===== config.mk =====
export PLATFORM = sky130hd
export DESIGN_NAME = timer_irq_ctrl_flat
export DESIGN_NICKNAME = d
export VERILOG_FILES = /design/src/rtl/timer_irq_ctrl_if.sv /design/src/rtl/timer_irq_ctrl.sv /design/src/flat_wrapper.sv
export SDC_FILE = /design/constraint.sdc
export NUM_CORES = 1
export LEC_CHECK = 0
export CAP_MARGIN = 20
export CORE_MARGIN = 3
export CORE_UTILIZATION = 53
export CTS_BUF_LIST = sky130_fd_sc_hd__clkbuf_4 sky130_fd_sc_hd__clkbuf_8
export DETAILED_ROUTE_END_ITERATION = 10
export PLACE_DENSITY = 0.82
export SYNTH_ARGS = -nofsm -noshare
export SYNTH_HDL_FRONTEND = slang
export SYNTH_SLANG_ARGS = --single-unit

===== constraint.sdc =====
create_clock -name clk -period 4.3 [get_ports clk]
set_clock_uncertainty 0.2 [all_clocks]
set_input_delay 0.43 -clock clk [delete_from_list [all_inputs] [get_ports clk]]
set_output_delay 0.43 -clock clk [all_outputs]
set_load 0.05 [all_outputs]

===== src/rtl/timer_irq_ctrl_if.sv =====
// Peripheral bus and interrupt handshake between the pipeline and timer_irq_ctrl.
// master: pipeline / bus side.  slave: the timer controller.
interface timer_irq_ctrl_if;
  logic        peri_cre_i;
  logic        peri_cwe_i;
  logic [31:0] peri_addr_i;
  logic [31:0] peri_wdata_i;
  logic [31:0] peri_rdata_o;
  logic        irq_o;
  logic        irq_ack_i;

  modport master (
    output peri_cre_i, peri_cwe_i, peri_addr_i, peri_wdata_i, irq_ack_i,
    input  peri_rdata_o, irq_o
  );

  modport slave (
    input  peri_cre_i, peri_cwe_i, peri_addr_i, peri_wdata_i, irq_ack_i,
    output peri_rdata_o, irq_o
  );
endinterface


===== src/rtl/timer_irq_ctrl.sv =====
// Memory-mapped timer with TH (reload), TL (counter), TCON (control/status),
// an optional 8-bit prescaler and a level interrupt held until acknowledged.
// Optional feature macro: TIMER_PRESCALER_EN (PRESC register and pcnt logic).
// Without it PRESC reads zero, writes to it are ignored, and every enabled
// cycle is a tick.
module timer_irq_ctrl #(
  parameter logic [31:0] BASE_ADDR = 32'h4000_0000
) (
  input logic             clk,
  input logic             rst,
  timer_irq_ctrl_if.slave bus
);

  localparam logic [31:0] ADDR_TH    = BASE_ADDR + 32'h0000_0000;
  localparam logic [31:0] ADDR_TL    = BASE_ADDR + 32'h0000_0004;
  localparam logic [31:0] ADDR_TCON  = BASE_ADDR + 32'h0000_0008;
`ifdef TIMER_PRESCALER_EN
  localparam logic [31:0] ADDR_PRESC = BASE_ADDR + 32'h0000_0018;
`endif

  typedef enum logic [1:0] {
    IDLE = 2'd0,
    PEND = 2'd1,
    SERV = 2'd2
  } irq_state_e;

  logic [31:0] th_q, th_d;
  logic [31:0] tl_q, tl_d;
  logic        en_q, en_d;
  logic        ie_q, ie_d;
  logic        status_q, status_d;
  logic        ovr_q, ovr_d;
  logic        irq_q, irq_d;
  irq_state_e  state_q, state_d;

`ifdef TIMER_PRESCALER_EN
  logic [7:0]  presc_q, presc_d;
  logic [7:0]  pcnt_q, pcnt_d;
  logic        wr_presc_s;
`endif

  logic        wr_th_s, wr_tl_s, wr_tcon_s;
  logic        tick_s, ovf_s;
  logic        clr_status_s, clr_ovr_s;
  logic [31:0] rdata_s;

  assign wr_th_s   = bus.peri_cwe_i && (bus.peri_addr_i == ADDR_TH);
  assign wr_tl_s   = bus.peri_cwe_i && (bus.peri_addr_i == ADDR_TL);
  assign wr_tcon_s = bus.peri_cwe_i && (bus.peri_addr_i == ADDR_TCON);

  // status/ovr are cleared by writing 0 to their bit; writing 1 leaves them alone
  assign clr_status_s = wr_tcon_s && !bus.peri_wdata_i[2];
  assign clr_ovr_s    = wr_tcon_s && !bus.peri_wdata_i[3];

`ifdef TIMER_PRESCALER_EN
  assign wr_presc_s = bus.peri_cwe_i && (bus.peri_addr_i == ADDR_PRESC);
  assign tick_s     = en_q && (pcnt_q == presc_q);
`else
  assign tick_s     = en_q;
`endif

  assign ovf_s = tick_s && (tl_q == 32'hFFFF_FFFF);

`ifdef TIMER_PRESCALER_EN
  // Prescaler: count up to PRESC, wrap on tick, park at zero while disabled
  always_comb begin
    pcnt_d  = pcnt_q;
    presc_d = presc_q;
    if (!en_q) begin
      pcnt_d = 8'd0;
    end else if (tick_s) begin
      pcnt_d = 8'd0;
    end else begin
      pcnt_d = pcnt_q + 8'd1;
    end
    if (wr_presc_s) begin
      presc_d = bus.peri_wdata_i[7:0];
    end else begin
      presc_d = presc_q;
    end
  end
`endif

  // Counter, reload and control/status next-state; bus writes to TL beat the tick
  always_comb begin
    th_d     = th_q;
    tl_d     = tl_q;
    en_d     = en_q;
    ie_d     = ie_q;
    status_d = status_q;
    ovr_d    = ovr_q;

    if (wr_th_s) begin
      th_d = bus.peri_wdata_i;
    end else begin
      th_d = th_q;
    end

    if (wr_tl_s) begin
      tl_d = bus.peri_wdata_i;
    end else if (ovf_s) begin
      tl_d = th_q;
    end else if (tick_s) begin
      tl_d = tl_q + 32'd1;
    end else begin
      tl_d = tl_q;
    end

    if (wr_tcon_s) begin
      en_d = bus.peri_wdata_i[0];
      ie_d = bus.peri_wdata_i[1];
    end else begin
      en_d = en_q;
      ie_d = ie_q;
    end

    // An overflow always wins over a software clear of status; when both
    // coincide the overflow is treated as the first one, so ovr is untouched.
    if (ovf_s) begin
      status_d = 1'b1;
      if (clr_status_s) begin
        ovr_d = ovr_q;
      end else if (status_q) begin
        ovr_d = 1'b1;
      end else if (clr_ovr_s) begin
        ovr_d = 1'b0;
      end else begin
        ovr_d = ovr_q;
      end
    end else begin
      status_d = clr_status_s ? 1'b0 : status_q;
      ovr_d    = clr_ovr_s ? 1'b0 : ovr_q;
    end
  end

  // Interrupt handshake FSM; irq_o is the registered image of the PEND state
  always_comb begin
    state_d = state_q;
    case (state_q)
      IDLE: begin
        if (status_q && ie_q) begin
          state_d = PEND;
        end else begin
          state_d = IDLE;
        end
      end
      PEND: begin
        if (bus.irq_ack_i) begin
          state_d = SERV;
        end else if (!ie_q) begin
          state_d = IDLE;
        end else begin
          state_d = PEND;
        end
      end
      SERV: begin
        if (!status_q) begin
          state_d = IDLE;
        end else begin
          state_d = SERV;
        end
      end
      default: state_d = IDLE;
    endcase
    irq_d = (state_d == PEND);
  end

  // State registers, cleared asynchronously
  always_ff @(posedge clk or posedge rst) begin
    if (rst) begin
      th_q     <= 32'h0000_0000;
      tl_q     <= 32'h0000_0000;
      en_q     <= 1'b0;
      ie_q     <= 1'b0;
      status_q <= 1'b0;
      ovr_q    <= 1'b0;
      irq_q    <= 1'b0;
      state_q  <= IDLE;
`ifdef TIMER_PRESCALER_EN
      presc_q  <= 8'd0;
      pcnt_q   <= 8'd0;
`endif
    end else begin
      th_q     <= th_d;
      tl_q     <= tl_d;
      en_q     <= en_d;
      ie_q     <= ie_d;
      status_q <= status_d;
      ovr_q    <= ovr_d;
      irq_q    <= irq_d;
      state_q  <= state_d;
`ifdef TIMER_PRESCALER_EN
      presc_q  <= presc_d;
      pcnt_q   <= pcnt_d;
`endif
    end
  end

  // Combinational read mux; zero during reset, without read enable, or unmapped
  always_comb begin
    rdata_s = 32'h0000_0000;
    if (!rst && bus.peri_cre_i) begin
      case (bus.peri_addr_i)
        ADDR_TH:    rdata_s = th_q;
        ADDR_TL:    rdata_s = tl_q;
        ADDR_TCON:  rdata_s = {28'h000_0000, ovr_q, status_q, ie_q, en_q};
`ifdef TIMER_PRESCALER_EN
        ADDR_PRESC: rdata_s = {24'h00_0000, presc_q};
`endif
        default:    rdata_s = 32'h0000_0000;
      endcase
    end else begin
      rdata_s = 32'h0000_0000;
    end
  end

  assign bus.peri_rdata_o = rdata_s;
  assign bus.irq_o        = irq_q;

endmodule


===== src/flat_wrapper.sv =====
// flat-port wrapper written by rule: the top's interface ports become plain ports
module timer_irq_ctrl_flat 
#(
  parameter logic [31:0] BASE_ADDR = 32'h4000_0000
)
  (clk, rst, bus_peri_cre_i, bus_peri_cwe_i, bus_peri_addr_i, bus_peri_wdata_i, bus_irq_ack_i, bus_peri_rdata_o, bus_irq_o);
  timer_irq_ctrl_if bus_i ();
  input logic clk;
  input logic rst;
  input wire logic [$bits(bus_i.peri_cre_i)-1:0] bus_peri_cre_i;
  input wire logic [$bits(bus_i.peri_cwe_i)-1:0] bus_peri_cwe_i;
  input wire logic [$bits(bus_i.peri_addr_i)-1:0] bus_peri_addr_i;
  input wire logic [$bits(bus_i.peri_wdata_i)-1:0] bus_peri_wdata_i;
  input wire logic [$bits(bus_i.irq_ack_i)-1:0] bus_irq_ack_i;
  output wire logic [$bits(bus_i.peri_rdata_o)-1:0] bus_peri_rdata_o;
  output wire logic [$bits(bus_i.irq_o)-1:0] bus_irq_o;
  assign bus_i.peri_cre_i = bus_peri_cre_i;
  assign bus_i.peri_cwe_i = bus_peri_cwe_i;
  assign bus_i.peri_addr_i = bus_peri_addr_i;
  assign bus_i.peri_wdata_i = bus_peri_wdata_i;
  assign bus_i.irq_ack_i = bus_irq_ack_i;
  assign bus_peri_rdata_o = bus_i.peri_rdata_o;
  assign bus_irq_o = bus_i.irq_o;
  timer_irq_ctrl #(.BASE_ADDR(BASE_ADDR)) u_core (.clk(clk), .rst(rst), .bus(bus_i));
endmodule

==> flow_results.org, run 1 <==
** Clocking
- Hold buffers post-CTS :: 0
- Number of clock sinks seen by CTS :: slightly above 70
- Number of H-tree levels :: 3
- Number of buffers created by CTS :: 9
- Clock-pin slew was measured on the worst setup and hold paths at approximately 0.070 ns.
- In this run the post-CTS setup repair buffer count came out at 0.
- TritonCTS built the clock tree.
- The root buffer cell chosen for the clock tree is clkbuf_8.
- In this run, post-CTS repair resized a total of 0 instances.
- The longest clock path from root to sink contains 2 buffers.
- Clock latency on the worst-skew pair, taken at its later pin, is roughly 0.35 ns.

** STA
- For the pin with the worst max-slew slack, the measured transition is 0.900 ns.
- Based on the critical path, the design can be clocked at up to between 200 and 300 MHz.
- Period utilization :: around 78%
- Adding up every negative setup slack in the final design gives 0 ns.
- Pins over their slew limit :: 0
- Setup repair after global routing left no endpoint under its margin.
- Final hold viol count :: 0
- Hold slack final :: roughly 0.31 ns
- Worst rel slew slack :: between 40% and 50%
- Setup violations remaining at the end of the flow were counted as 0.
- Counting I/O delays and the setup requirement, the final critical path takes roughly 3.3 ns.
- Once routing completed, OpenROAD measured the worst setup slack at between 0.9 and 1 ns.

** Die
- The floorplan has 33 rows.
- Floorplan die width :: between 90 and 100 um
- After floorplanning, the core was sized to cover 0.00826 mm^2.
- The die covers 0.00967 mm^2.
- For this configuration, the core starts out at a cell density of 54.7%.
- between 100 and 150 I/O pins were placed.
- Measured along the y axis, the die boundary spans ~100 um.

** Placement
- Total half-perimeter wirelength after legalization and detailed placement :: between 8000 and 9000 um
- The congestion estimate from routability-driven global placement came to roughly 0.86.
- Buffers placed on the I/O ports in this run total ~100.
- OpenSTA, run right after detailed placement, puts the worst setup slack at around 0.92 ns.
- Post-DP Area :: roughly 0.0059 mm^2

** Flow run
- The tool flagged a number of max-cap violations equal to 0.

** Critical path
- Critical R2R Capture :: u_core.tl_q[7]
- STA classifies the critical path endpoint as a primary output.
- The number of buffers and inverters on the critical path is 2.
- Worst setup slack for register-to-register paths :: around 1.5 ns
- In this run the critical register-to-register path is launched from u_core.tl_q[16].
- Counting cells, the worst reg-to-reg path comes to 7.
- CP cell instances :: clkdlybuf4s50_1 -> nor4_1 -> nand4_1 -> nor2_1 -> nand3_1 -> nor2_1 -> clkdlybuf4s50_1
- Data on the critical path is required at its endpoint by ~3.7 ns.
- Data arrival time of the critical path :: 2.72 ns
- The worst setup path is launched from an input pin.
- Crit-path leading delay family :: buffers and inverters
- WS Path Type :: input pin to primary output
- Delay of the slowest cell on the worst path :: 0.81 ns
- Crit path max-delay cell type :: clkdlybuf4s50_1
- Critical path peak fanout :: 5

** Final layout
- In the final layout, the multi-input gates occupy around 0.0025 mm^2.
- Number of nets in the layout :: approximately 650
- After routing the design area is 0.00604 mm^2.
- The number of antenna diodes in the final layout is 0.
- The area growth from synthesis to layout is 33.6%.
- Filler Cell Count :: 598
- Fraction of final layout cells sized beyond drive strength 1 :: 17.4%
- Storage element area :: approximately 0.0018 mm^2

** Min path
- Tightest Hold Check Type :: flop to flop
- Instance count along the most critical hold path :: 1
- The worst hold path terminates at u_core.state_q[1].
- Start point of the worst min-delay path :: u_core.state_q[1]

** Synthesis
- Among all flip-flop cells after synthesis, the most frequent one is dfrtp_1.
- Area share of the largest cell type after synthesis :: about two fifths
- Ys Warns :: 0
- By count the netlist is led by dfrtp_1, nor2_1, mux2i_1.
- Netlist area before placement :: between 0.004 and 0.005 mm^2
- Of all flip-flops after synthesis, the portion carrying an async set or reset was 100%.
- Counting every net in the synthesized netlist gives 558.
- Count of flip-flops with a built-in enable after synthesis :: 0
- Library cells used by synthesis :: 52
- dfrtp_1 is the most common cell in the netlist.
- Dividing the synthesized area by the synthesized cell count gives between 9 and 10 um^2.
- After technology mapping, the gate count stands at just under 500.
- After synthesis the netlist holds a flip-flop and latch count of between 70 and 80.
- Summing the sequential cell areas from Yosys gives about two fifths of the chip area.
- The biggest area contributor in the post-synthesis netlist is dfrtp_1.
- Ranked by total cell area, the synthesized netlist is headed by dfrtp_1, mux2i_1, mux2_2.

** Power
- Dividing total power by cell area gives a power density of approximately 210 mW/mm^2.
- The analysis attributes to cell leakage a power of 0.00265 uW.
- Across the VDD grid, the largest voltage drop is about 170 uV.
- Pwr Total :: 1270 uW

** Routing
- Vias after detailed routing :: about 4300
- Antenna Nets Post-Route :: 0
- For this run, design rule violations remaining after detail routing come to 0.
- Drt total wl :: roughly 12000 um
- Initial drt markers :: 350
- In the final routed layout, each cell accounts on average for between 15 and 20 um.
- The pre-antenna-repair detailed-routing pass consisted of 5 iterations.
- After detailed routing, the number of vias per cell comes to about 6.2.

** GRT
- First-pass GRT wire length :: between 20000 and 25000 um
- After global routing the overflow that remains totals 0.
- Maximum number of pins on one net before global-route repair :: 72
- The via count of the first global-routing pass was ~4200.
- In the global route stage, overall resource usage came out at around a quarter.
- Initial antenna violation count :: 0

** Status
- Result of the run :: completed
[layout by cell type, fill, tap and decap left out, types with 11 or more instances in the layout]
cell | Yosys | final
a21oi_1 | 21 | 21
a31oi_1 | 14 | 14
buf_12 | 0 | 28
clkbuf_8 | 0 | 11
clkdlybuf4s50_1 | 0 | 72
dfrtp_1 | 71 | 71
inv_1 | 18 | 17
mux2_2 | 35 | 35
mux2i_1 | 43 | 43
nand2_1 | 39 | 39
nand3_1 | 18 | 18
nand4_1 | 13 | 13
nor2_1 | 57 | 57
o21ai_0 | 24 | 24
[metrics by stage]
stage	utilization, %	cells
after detailed placement	71.1	673
after CTS	73.2	687
after global routing	73.2	687
final	73.2	687
after floorplan	-	488
after global placement	71.1	673
[layout make-up]
class / instances / share of cell area, %
Clock inverter: 1 / 0.0829
Multi-Input combinational cell: 368 / 41.9
Timing Repair Buffer: 111 / 22.5
Sequential cell: 71 / 29.4
Clock buffer: 13 / 2.75
Tap cell: 105 / 2.17
Inverter: 18 / 1.12
[worst max path at each step]
stage / from / endpoint / slack, ns / depth (start not counted)
finish: bus_peri_addr_i[9] / bus_peri_rdata_o[0] / 0.95 / 7
global route: bus_peri_addr_i[25] / bus_peri_rdata_o[3] / 0.73 / 7
global placement: bus_peri_addr_i[25] / bus_peri_rdata_o[0] / 0.97 / 7
CTS: bus_peri_addr_i[25] / bus_peri_rdata_o[0] / 0.93 / 7
detailed placement: bus_peri_addr_i[25] / bus_peri_rdata_o[0] / 0.92 / 7
floorplan: rst / bus_peri_rdata_o[11] / 0.13 / 4
[flip-flops by register name, summed over array words and instances, names as in the netlist]
| register | cells |
|---|---|
| u_core.th_q | 32 |
| u_core.tl_q | 32 |
| u_core.ie_q | 1 |
| u_core.ovr_q | 1 |
| u_core.state_q | 2 |
| u_core.bus.irq_o | 1 |
| u_core.en_q | 1 |
| u_core.status_q | 1 |
[worst reg2reg max path, cell delays in order (launching register included)]
cell and delay, ns:
dfrtp_1 0.49, nand4_1 0.29, nor3_2 0.51, nand3_1 0.35, buf_4 0.32, mux2_1 0.34, mux2i_1 0.14, a21oi_1 0.08
[report_power, final]
group	total, uW	switching, uW	internal (uW)
sequential	667	0.00582	667
clock	486	239	247
combinational	114	45.7	67.8
[metal layers]
metal	GRT usage (%)	vias up	share of wire, %
li1	-	1965	-
met1	34.1	2026	41
met2	42.0	226	48
met3	5.43	36	8.6
met4	9.98	0	2.4
met5	0	-	0
[logic make-up after synthesis]
logic type | count (synthesis) | synth area share, %
multiplexers | 79 | 18.5
flip-flops | 71 | 39.3
AND/OR/NAND/NOR | 175 | 20.3
buffers and inverters | 49 | 4.68
XOR/XNOR | 14 | 2.71
adder cells (fa/ha/maj) | 1 | 0.277
AO/OA/AOI/OAI | 99 | 14.2
Power figures use the tool's default switching activity.
==> inputs of run 2 (changes only) <==
- CORE_UTILIZATION: 53 -> 47
- PLACE_DENSITY: 0.82 -> 0.76
- clock period: 4.3 -> 2.8 ns (I/O delays scaled with it)
==> flow_results.org, run 2 (synthesized netlist as in run 1, its figures left out) <==
** Final layout
- Fraction of final layout cells sized beyond drive strength 1 :: 20.6% (+3.3 points)
- The final cell count without fillers came to 730 (+6.3%).
- Largest registers ranked by flip-flop count :: u_core.th_q x32, u_core.tl_q x32, u_core.state_q x2
- Relative to the synthesized area, the layout overhead comes to 29.6%.
- In the layout the commonest cells are dfrtp_1, clkdlybuf4s50_1, buf_4.
- The final net count came to 666 (+2.6%).
- Number of antenna cells inserted :: 0 (unchanged)
- Most common library cell in the layout ignoring fill and taps :: dfrtp_1

** Critical path
- The critical path in this run is classified as input pin to primary output.
- The worst setup path is captured at a primary output.
- Critical R2R Capture :: u_core.tl_q[25]
- The worst-case reg-to-reg path depth came to 6 (-1).
- Data arrival time of the critical path :: 2.21 ns (-0.51 ns)
- The delay of the slowest critical-path stage was 0.52 ns (-0.29 ns).
- Worst R2R Start :: u_core.tl_q[4]
- The data required time of the critical path is 2.32 ns (-1.35 ns).
- For this design, the slowest cell found on the critical path is dlygate4sd3_1.
- The cell that appears most often on the critical path is buf_4.
- The worst setup path is launched from an input pin.
- Following the worst setup path forward leads to its endpoint at bus_peri_rdata_o[23].
- The critical path goes through dlygate4sd3_1 -> clkdlybuf4s50_1 -> clkinvlp_4 -> nand3_2 -> buf_4 -> nor2_1 -> buf_4.
- Source of the critical timing path :: rst
- The internal reg-to-reg setup slack was 0.39 ns (-1.07 ns).
- Critical path peak fanout :: 16 (+11)

** Clocking
- Clock tree from TritonCTS :: built
- Number of gates resized after CTS :: 0 (unchanged)
- Number of H-tree levels :: 3 (unchanged)
- Number of buffers created by CTS :: 9 (unchanged)
- The clock sink count is 71 (unchanged).
- Worst skew pair latency :: 0.35 ns (about the same)
- Root buffer cell :: clkbuf_8
- Clock slew at reported path FFs :: 0.08 ns (about the same)
- The maximum root-to-sink buffer count came to 2 (unchanged).
- The number of buffers inserted by post-CTS setup repair came to 0 (unchanged).

** GRT
- The number of antenna violations at the first check in global routing came to 0 (unchanged).
- First-pass GRT wire length :: 20600 um (+0.57%)
- Maximum number of pins on one net before global-route repair :: 67 (-6.9%)
- Gr usage total :: 23.4% (-2.5 points)
- Total congestion overflow after global routing :: 0 (unchanged)
- The via count of the first global-routing pass was 4131 (-1.4%).

** Die
- The number of placement rows came to 35 (+6.1%).
- The die boundary width came to 104 um (+5.8%).
- The starting density of the core came to 48.7% (-6.0 points).
- The area of the die came to 0.0108 mm^2 (+12%).
- The core box area is 0.00928 mm^2 (+12%).
- Number of top-level design ports :: 102 (unchanged)
- The vertical die dimension came to 104 um (+5.8%).

** Routing
- The number of optimization iterations in the first detailed-route pass came to 5 (unchanged).
- Wire length per cell :: 17.0 um (-5.4%)
- The total vias in the final route is 4171 (-1.9%).
- The via density per instance is 5.71 (-7.7%).
- The number of nets with antenna violations after routing is 0 (unchanged).
- The initial detailed-routing violation count is 254 (-27%).
- DRC violations left :: 0 (unchanged)
- Drt total wl :: 12400 um (+0.50%)

** Power
- PwrDens :: 335 mW/mm^2 (+60%)
- Static Leak :: 0.00266 uW (+0.60%)
- The worst-case vdd ir drop was 262 uV (+56%).

** Placement
- Buffers on Ports :: 101 (unchanged)
- The routability congestion estimate from global placement came to 0.899 (+5.0%).
- The worst slack at placement is 0.129 ns (-0.788 ns).
- Placed instance count :: 713 (+5.9%)
- The HPWL reported at the end of detailed placement was 8890 um (+0.26%).

** STA
- Setup repair after global routing missed its margin :: no
- Period utilization :: 96.0%
- Based on the critical path, the design can be clocked at up to 372 MHz.
- The slew of the pin with the lowest slew margin is 0.877 ns (-0.0232 ns).
- Hold slack final :: 0.293 ns (-0.0143 ns)
- The worst path setup slack after routing came to 0.111 ns (-0.840 ns).
- Pins over their slew limit :: 0 (unchanged)
- The final hold violation count was 0 (unchanged).
- The setup TNS after final layout is 0 ns (unchanged).
- Worst rel slew slack :: 41.6% (+1.5 points)
- Final-report setup violation count :: 0 (unchanged)
- Clock period minus worst slack :: 2.69 ns

** Status
- The run finished with clean final reports.

** Flow run
- Count of maximum capacitance violations :: 0 (unchanged)

** Min path
- Tightest Hold Check Type :: input pin to flop
[run 2: changes by cell type in the layout (fill, tap and decap cells not counted)]
| cell | change |
|---|---|
| dlygate4sd3_1 | +1 |
| nand3_2 | +1 |
| clkbuf_4 | -1 |
| clkdlybuf4s50_1 | -4 |
| inv_2 | -1 |
| clkinvlp_4 | +1 |
| nand3_1 | -1 |
| buf_4 | +48 |
| clkinv_2 | +3 |
| buf_12 | -28 |
[run 2: per-stage QoR]
step,util (%),area (um^2),power [uW]
detailed placement,61.1,5670,1220
global route,63.1,5860,2040
global placement,61.1,5670,1220
finish,63.1,5860,1960
CTS,63.1,5860,1980
floorplan,-,4530,1100
[run 2: worst max-delay path: cells and delay by family]
family | cells | cell delay, ns
buf+inv | 5 | 1.68
simple gates | 2 | 0.24
[run 2: power by group]
group	total [uW]	leakage, uW	switching [uW]	internal (uW)
Sequential	1020	0.000841	0.00883	1020
Clock	760	0.0000993	386	374
Combinational	177	0.00172	70.8	106
Total	1960	0.00266	457	1510
[run 2: worst min path at each step]
| stage | cells after the start | slack, ns | from | to |
|---|---|---|---|---|
| after global routing | 3 | 0.30 | bus_peri_wdata_i[28] | u_core.tl_q[28] |
| after detailed placement | 1 | 0.31 | u_core.state_q[1] | u_core.state_q[1] |
| after floorplan | 2 | 0.19 | bus_peri_wdata_i[20] | u_core.tl_q[20] |
| after global placement | 1 | 0.28 | u_core.state_q[1] | u_core.state_q[1] |
| after CTS | 3 | 0.28 | bus_peri_wdata_i[28] | u_core.tl_q[28] |
| final | 3 | 0.29 | bus_peri_wdata_i[28] | u_core.tl_q[28] |
[run 2: routing by layer]
| metal | GRT usage, % | vias to the layer above | routed length [um] |
|---|---|---|---|
| li1 | - | 1992 | - |
| met4 | 7.88 | 0 | 140 |
| met2 | 37.3 | 145 | 5760 |
| met5 | 0 | - | 0 |
| met1 | 31.6 | 2023 | 5700 |
| met3 | 5.03 | 11 | 827 |
[run 2: layout make-up]
type / instances / area (um^2)
fill: 804 / 3430
multi-input combinational: 368 / 2540
sequential: 71 / 1780
timing repair buffer: 128 / 1130
tap: 129 / 161
clock buffer: 12 / 159
inverter: 18 / 71.3
clock inverter: 4 / 20.0
[run 2: timing repair]
action                                  CTS  global route
hold buffers                              1             0
endpoints found under the hold margin     5             0
endpoints found under the setup margin    0             1
